===== src/rtl/gf2_matvec_seq.sv =====
// -----------------------------------------------------------------------------
// gf2_matvec_seq
//
// Purpose:
//   Sequencer and consumer for the matrix ROM. Computes r = A*v over GF(2),
//   where A is an M x N bit matrix with one row per ROM word. The block walks
//   the ROM address from 0 to M-1. It accounts for the ROM's one-cycle
//   registered-address latency and reduces each returned row to one result
//   bit by parity: result[i] = ^(row_i & v).
//
// Optional feature (macro GF2_MATVEC_XOR_IN_EN):
//   When the macro is defined, an extra port xor_in (M bits, vector b) is
//   added. It is latched into result on an accepted start, so the final
//   result is A*v ^ b. When the macro is undefined, the port does not exist,
//   result is cleared on accept, and the final result is A*v.
//
// Ports:
//   clk       in   1  single clock, all state on the rising edge
//   rst       in   1  asynchronous active-high reset
//   start     in   1  request one product; sampled only while idle
//   vec_in    in   N  input vector v; latched on an accepted start
//   xor_in    in   M  (GF2_MATVEC_XOR_IN_EN only) initial value b for result
//   busy      out  1  high while rows are being issued or drained
//   done      out  1  one-cycle pulse when result is complete
//   rom_addr  out  8  row address to the ROM (registered inside the ROM)
//   rom_data  in   N  ROM row, valid the cycle after its address was shown
//   result    out  M  product bits; valid from done until the next accept
// -----------------------------------------------------------------------------
module gf2_matvec_seq #(
    parameter int M = 256,   // matrix rows = result width, 2..256
    parameter int N = 128    // matrix columns = ROM word width
) (
    input  logic         clk,
    input  logic         rst,
    input  logic         start,
    input  logic [N-1:0] vec_in,
`ifdef GF2_MATVEC_XOR_IN_EN
    input  logic [M-1:0] xor_in,
`endif
    output logic         busy,
    output logic         done,
    output logic [7:0]   rom_addr,
    input  logic [N-1:0] rom_data,
    output logic [M-1:0] result
);

    // -------------------------------------------------------------------------
    // State encoding
    // -------------------------------------------------------------------------
    localparam logic [1:0] ST_IDLE  = 2'd0;
    localparam logic [1:0] ST_RUN   = 2'd1;
    localparam logic [1:0] ST_DRAIN = 2'd2;

    // The row counter is 9 bits wide so that M = 256 can be represented
    // without wrapping. This keeps the end-of-walk compare unambiguous.
    localparam logic [8:0] LAST_ROW = 9'(M - 1);

    // -------------------------------------------------------------------------
    // Registers
    // -------------------------------------------------------------------------
    logic [1:0]   state_q,      state_d;
    logic [8:0]   cnt_q,        cnt_d;
    logic [N-1:0] vec_q,        vec_d;
    logic         pipe_valid_q, pipe_valid_d;
    logic [7:0]   pipe_idx_q,   pipe_idx_d;
    logic         done_q,       done_d;
    logic [M-1:0] result_q,     result_d;

    // Asserted on the accept edge. It reloads result with its initial value.
    logic         accept;
    // Initial value for result when a product is accepted.
    logic [M-1:0] result_init;
    // Parity of the row currently on rom_data, masked by the latched vector.
    logic         row_parity;

`ifdef GF2_MATVEC_XOR_IN_EN
    assign result_init = xor_in;
`else
    assign result_init = '0;
`endif

    assign row_parity = ^(rom_data & vec_q);

    // -------------------------------------------------------------------------
    // Control: FSM, address counter and pipeline tag
    //
    // The address is issued in RUN. The ROM registers it on the next edge,
    // and the row comes back one cycle later. pipe_valid/pipe_idx travel
    // alongside the ROM's internal address register. When they are set, the
    // current rom_data belongs to row pipe_idx.
    // -------------------------------------------------------------------------
    always_comb begin
        state_d      = state_q;
        cnt_d        = cnt_q;
        vec_d        = vec_q;
        pipe_valid_d = 1'b0;
        pipe_idx_d   = pipe_idx_q;
        done_d       = 1'b0;
        accept       = 1'b0;

        case (state_q)
            ST_IDLE: begin
                if (start) begin
                    accept  = 1'b1;
                    vec_d   = vec_in;
                    cnt_d   = '0;
                    state_d = ST_RUN;
                end
            end

            ST_RUN: begin
                // The address shown this cycle is registered by the ROM on
                // this edge. Its data is consumed on the following edge.
                pipe_valid_d = 1'b1;
                pipe_idx_d   = cnt_q[7:0];
                if (cnt_q == LAST_ROW) begin
                    // Hold the address at M-1. It stays there until the next
                    // accept.
                    state_d = ST_DRAIN;
                end else begin
                    cnt_d = cnt_q + 9'd1;
                end
            end

            ST_DRAIN: begin
                // This edge consumes the last row. done is registered, so it
                // rises together with the final result bit.
                state_d = ST_IDLE;
                done_d  = 1'b1;
            end

            default: begin
                state_d = ST_IDLE;
            end
        endcase
    end

    // -------------------------------------------------------------------------
    // Result update: one bit per row
    //
    // Each result bit has its own next-state mux. Only the bit selected by
    // pipe_idx accumulates the row parity. This avoids a variable-index write
    // into a wide vector.
    // -------------------------------------------------------------------------
    generate
        for (genvar gi = 0; gi < M; gi++) begin : g_result_bit
            logic hit;
            assign hit = pipe_valid_q && (pipe_idx_q == 8'(gi));

            always_comb begin
                result_d[gi] = result_q[gi];
                if (accept) begin
                    result_d[gi] = result_init[gi];
                end else if (hit) begin
                    result_d[gi] = row_parity ^ result_q[gi];
                end
            end
        end
    endgenerate

    // -------------------------------------------------------------------------
    // State registers
    // -------------------------------------------------------------------------
    always_ff @(posedge clk or posedge rst) begin
        if (rst) begin
            state_q      <= ST_IDLE;
            cnt_q        <= '0;
            vec_q        <= '0;
            pipe_valid_q <= 1'b0;
            pipe_idx_q   <= '0;
            done_q       <= 1'b0;
            result_q     <= '0;
        end else begin
            state_q      <= state_d;
            cnt_q        <= cnt_d;
            vec_q        <= vec_d;
            pipe_valid_q <= pipe_valid_d;
            pipe_idx_q   <= pipe_idx_d;
            done_q       <= done_d;
            result_q     <= result_d;
        end
    end

    // -------------------------------------------------------------------------
    // Outputs
    // -------------------------------------------------------------------------
    assign busy     = (state_q != ST_IDLE);
    assign done     = done_q;
    assign rom_addr = cnt_q[7:0];
    assign result   = result_q;

endmodule


===== config.mk =====
export PLATFORM = sky130hd
export DESIGN_NAME = gf2_matvec_seq
export DESIGN_NICKNAME = d
export VERILOG_FILES = /design/src/rtl/gf2_matvec_seq.sv
export SDC_FILE = /design/constraint.sdc
export NUM_CORES = 1
export LEC_CHECK = 0
export CORE_UTILIZATION = 40
export CTS_CLUSTER_SIZE = 12
export DETAILED_ROUTE_END_ITERATION = 8
export PLACE_DENSITY = 0.68
export SYNTH_ARGS = -nofsm -noshare
export SYNTH_HDL_FRONTEND = slang
export SYNTH_SLANG_ARGS = --single-unit

===== constraint.sdc =====
create_clock -name clk -period 23 [get_ports clk]
set_input_delay 3.45 -clock clk [delete_from_list [all_inputs] [get_ports clk]]
set_output_delay 3.45 -clock clk [all_outputs]
set_load 0.02 [all_outputs]

==> results.ini <==
[floorplan]
start_util=0.406
std_cell_rows=81
io_pins=525
fp.coreArea_mm2=0.0491
die_h_um=225
fp.dieW_um=225
design.die.area_mm2=0.0507

[clocking]
htree_levels=2
cts_tree=built
cts_sinks=405
cts_inserted_buffers=46
postCtsHoldBufs=0
clock_latency_ps=580
cts-root-buf=clkbuf_16
cts_buffer_depth=3
cts_setup_buffers=0
cts_resized=0
cts.reportedPaths.clkPinSlew_ps=60

[detailed_routing]
viasPerCell=5.76
drtAntennaViolNets=0
drt-pass1-iter-count=5
drt_wl_total_um=68700
post-route-drc-count=0
drtIter0Drc=1162
via_count=17300
routedWlPerCell_um=22.9

[sta]
tns_ps=0
fin_crit_sh=0.314
period_needed_ps=7230
rsz0062_at_grt=false
skew_ps=17.4
drv_slew=48
finalHoldViolations=0
max_slew_margin=-0.00944
finalSetupViolCount=0
fmax_ghz=0.138
hold_ws_ps=469
tightest_slew_ps=1510

[finish]
layout_commonest_cell=clkdlybuf4s50_1
seqCellArea_mm2=0.0101
layout_common_cells=clkdlybuf4s50_1 (524), dfrtp_1 (405), a21oi_1 (256)
area_growth_pct=34.7
finalNetCount=2549
final_core_util=0.547
multi_input_area_mm2=0.00889
fill_cells=4357
drive_above_1_share=0.0981

[logic_synthesis]
yosysTopAreaCell=dfrtp_1
netlist_area_mm2=0.0199
synth.avg_cell_area_um2=10.5
ys_types=30
yosysWarnings=0
syn_nets=2156
ys_seq_elements=405
synth-seq-area-share=0.509
synthTopCellsByArea=dfrtp_1 (51%), o31ai_1 (8.9%), or4_1 (8.9%)
synth_top_area_frac=0.509
synth_cells=1895

[critical_path]
cp.arrival_ps=7630
startpoint_type=primary input
r2r_setup_slack_ps=18700
critPathCaptureType=register
crit_type=in2reg
rr_worst_depth=12
crit_fanout=320
cp.required_ps=23400

[min_path]
hold_depth=1
worstHoldPathType=reg2reg

[global_route]
grt-ovfl-total=0
grt_pass1_wl_um=103000
antenna_found_initial=17
track_usage=0.265
grt_pass1_vias=17100
grt_max_degree=321

[status]
violations=slew limit
status=complete, but fails checks

[placement]
dp_hpwl_um=45800
gp_congestion=0.818
port_buffers=524

[job]
cap_viol_max_count=0

[kinds of logic (layout without fill, tap and decap cells)]
family,after synthesis,count (layout),synth area share
and+or+nand+nor,514,514,0.151
muxes,129,129,0.0729
other,0,10,0
xor gates and xnor gates,133,133,0.0589
DFF,405,405,0.509
buffers and inverters,199,627,0.0484
AOI/OAI and AO/OA,513,513,0.159
adders and majority gates,2,2,0.00126
[cell usage after synthesis, drive strengths merged]
master,count
dfrtp,405
a21oi,256
o31ai,236
or4,236
nand2,187
clkbuf,158
mux2,129
xnor2,98
buf,36
xor2,35
nand3,25
o21ai,21
nor2,16
or3,11
or4b,10
nor2b,9
nand4,6
inv,5
nand2b,4
and2,3
and3,2
ha,2
nor3b,2
or2,2
nor3,1
[stage by stage]
stage | cells | worst slack [ps] | cell area [µm²]
2_1_floorplan | 1895 | 8280 | 19900
3_3_place_gp | 2904 | 15420 | 25300
3_5_place_dp | 2904 | 15370 | 25300
4_1_cts | 2987 | 15950 | 26800
5_1_grt | 2997 | 15660 | 26800
6_report | 2997 | 15770 | 26800
[worst max-delay path: stages]
cell             delay [ps]
clkdlybuf4s50_1         450
nand2_1                  70
xor2_1                  180
xnor2_1                 280
xnor2_1                 120
xnor2_1                 270
xnor2_1                 160
xnor2_1                 430
xnor2_4                 150
buf_4                   520
buf_12                  610
or4_1                   270
a21oi_1                  70
[flip-flops by register name, summed over array words and instances, names as in the netlist]
| name | count |
|---|---|
| done | 1 |
| state_q | 2 |
| vec_q | 128 |
| cnt_q | 9 |
| pipe_idx_q | 8 |
| result | 256 |
| pipe_valid_q | 1 |
[cell type report]
type,instances,area share
sequential,405,0.378
antenna,10,0.000933
multi-input combinational,1291,0.332
tap,664,0.0310
clock inverter,10,0.00373
timing repair buffer,539,0.201
clock buffer,73,0.0528
inverter,5,0.000980
[routing by layer]
metal | up-vias | GRT usage | share of wire
li1 | 7887 | - | -
met1 | 8673 | 0.317 | 0.39
met2 | 582 | 0.445 | 0.50
met3 | 114 | 0.0812 | 0.082
met4 | 2 | 0.102 | 0.033
met5 | - | 0 | 0.00019
[path summary, 6_finish.rpt]
kind,start,to
worst min-delay path,state_q[0],done
min in group asynchronous,rst,vec_q[97]
worst max-delay path,rom_data[107],result[53]
worst min register to register,state_q[0],done
max in group asynchronous,rst,vec_q[60]
worst max register to register,vec_q[97],result[53]
Power is not shown: default switching activity piles up to over one toggle a cycle in this logic, so the estimate is an artifact.
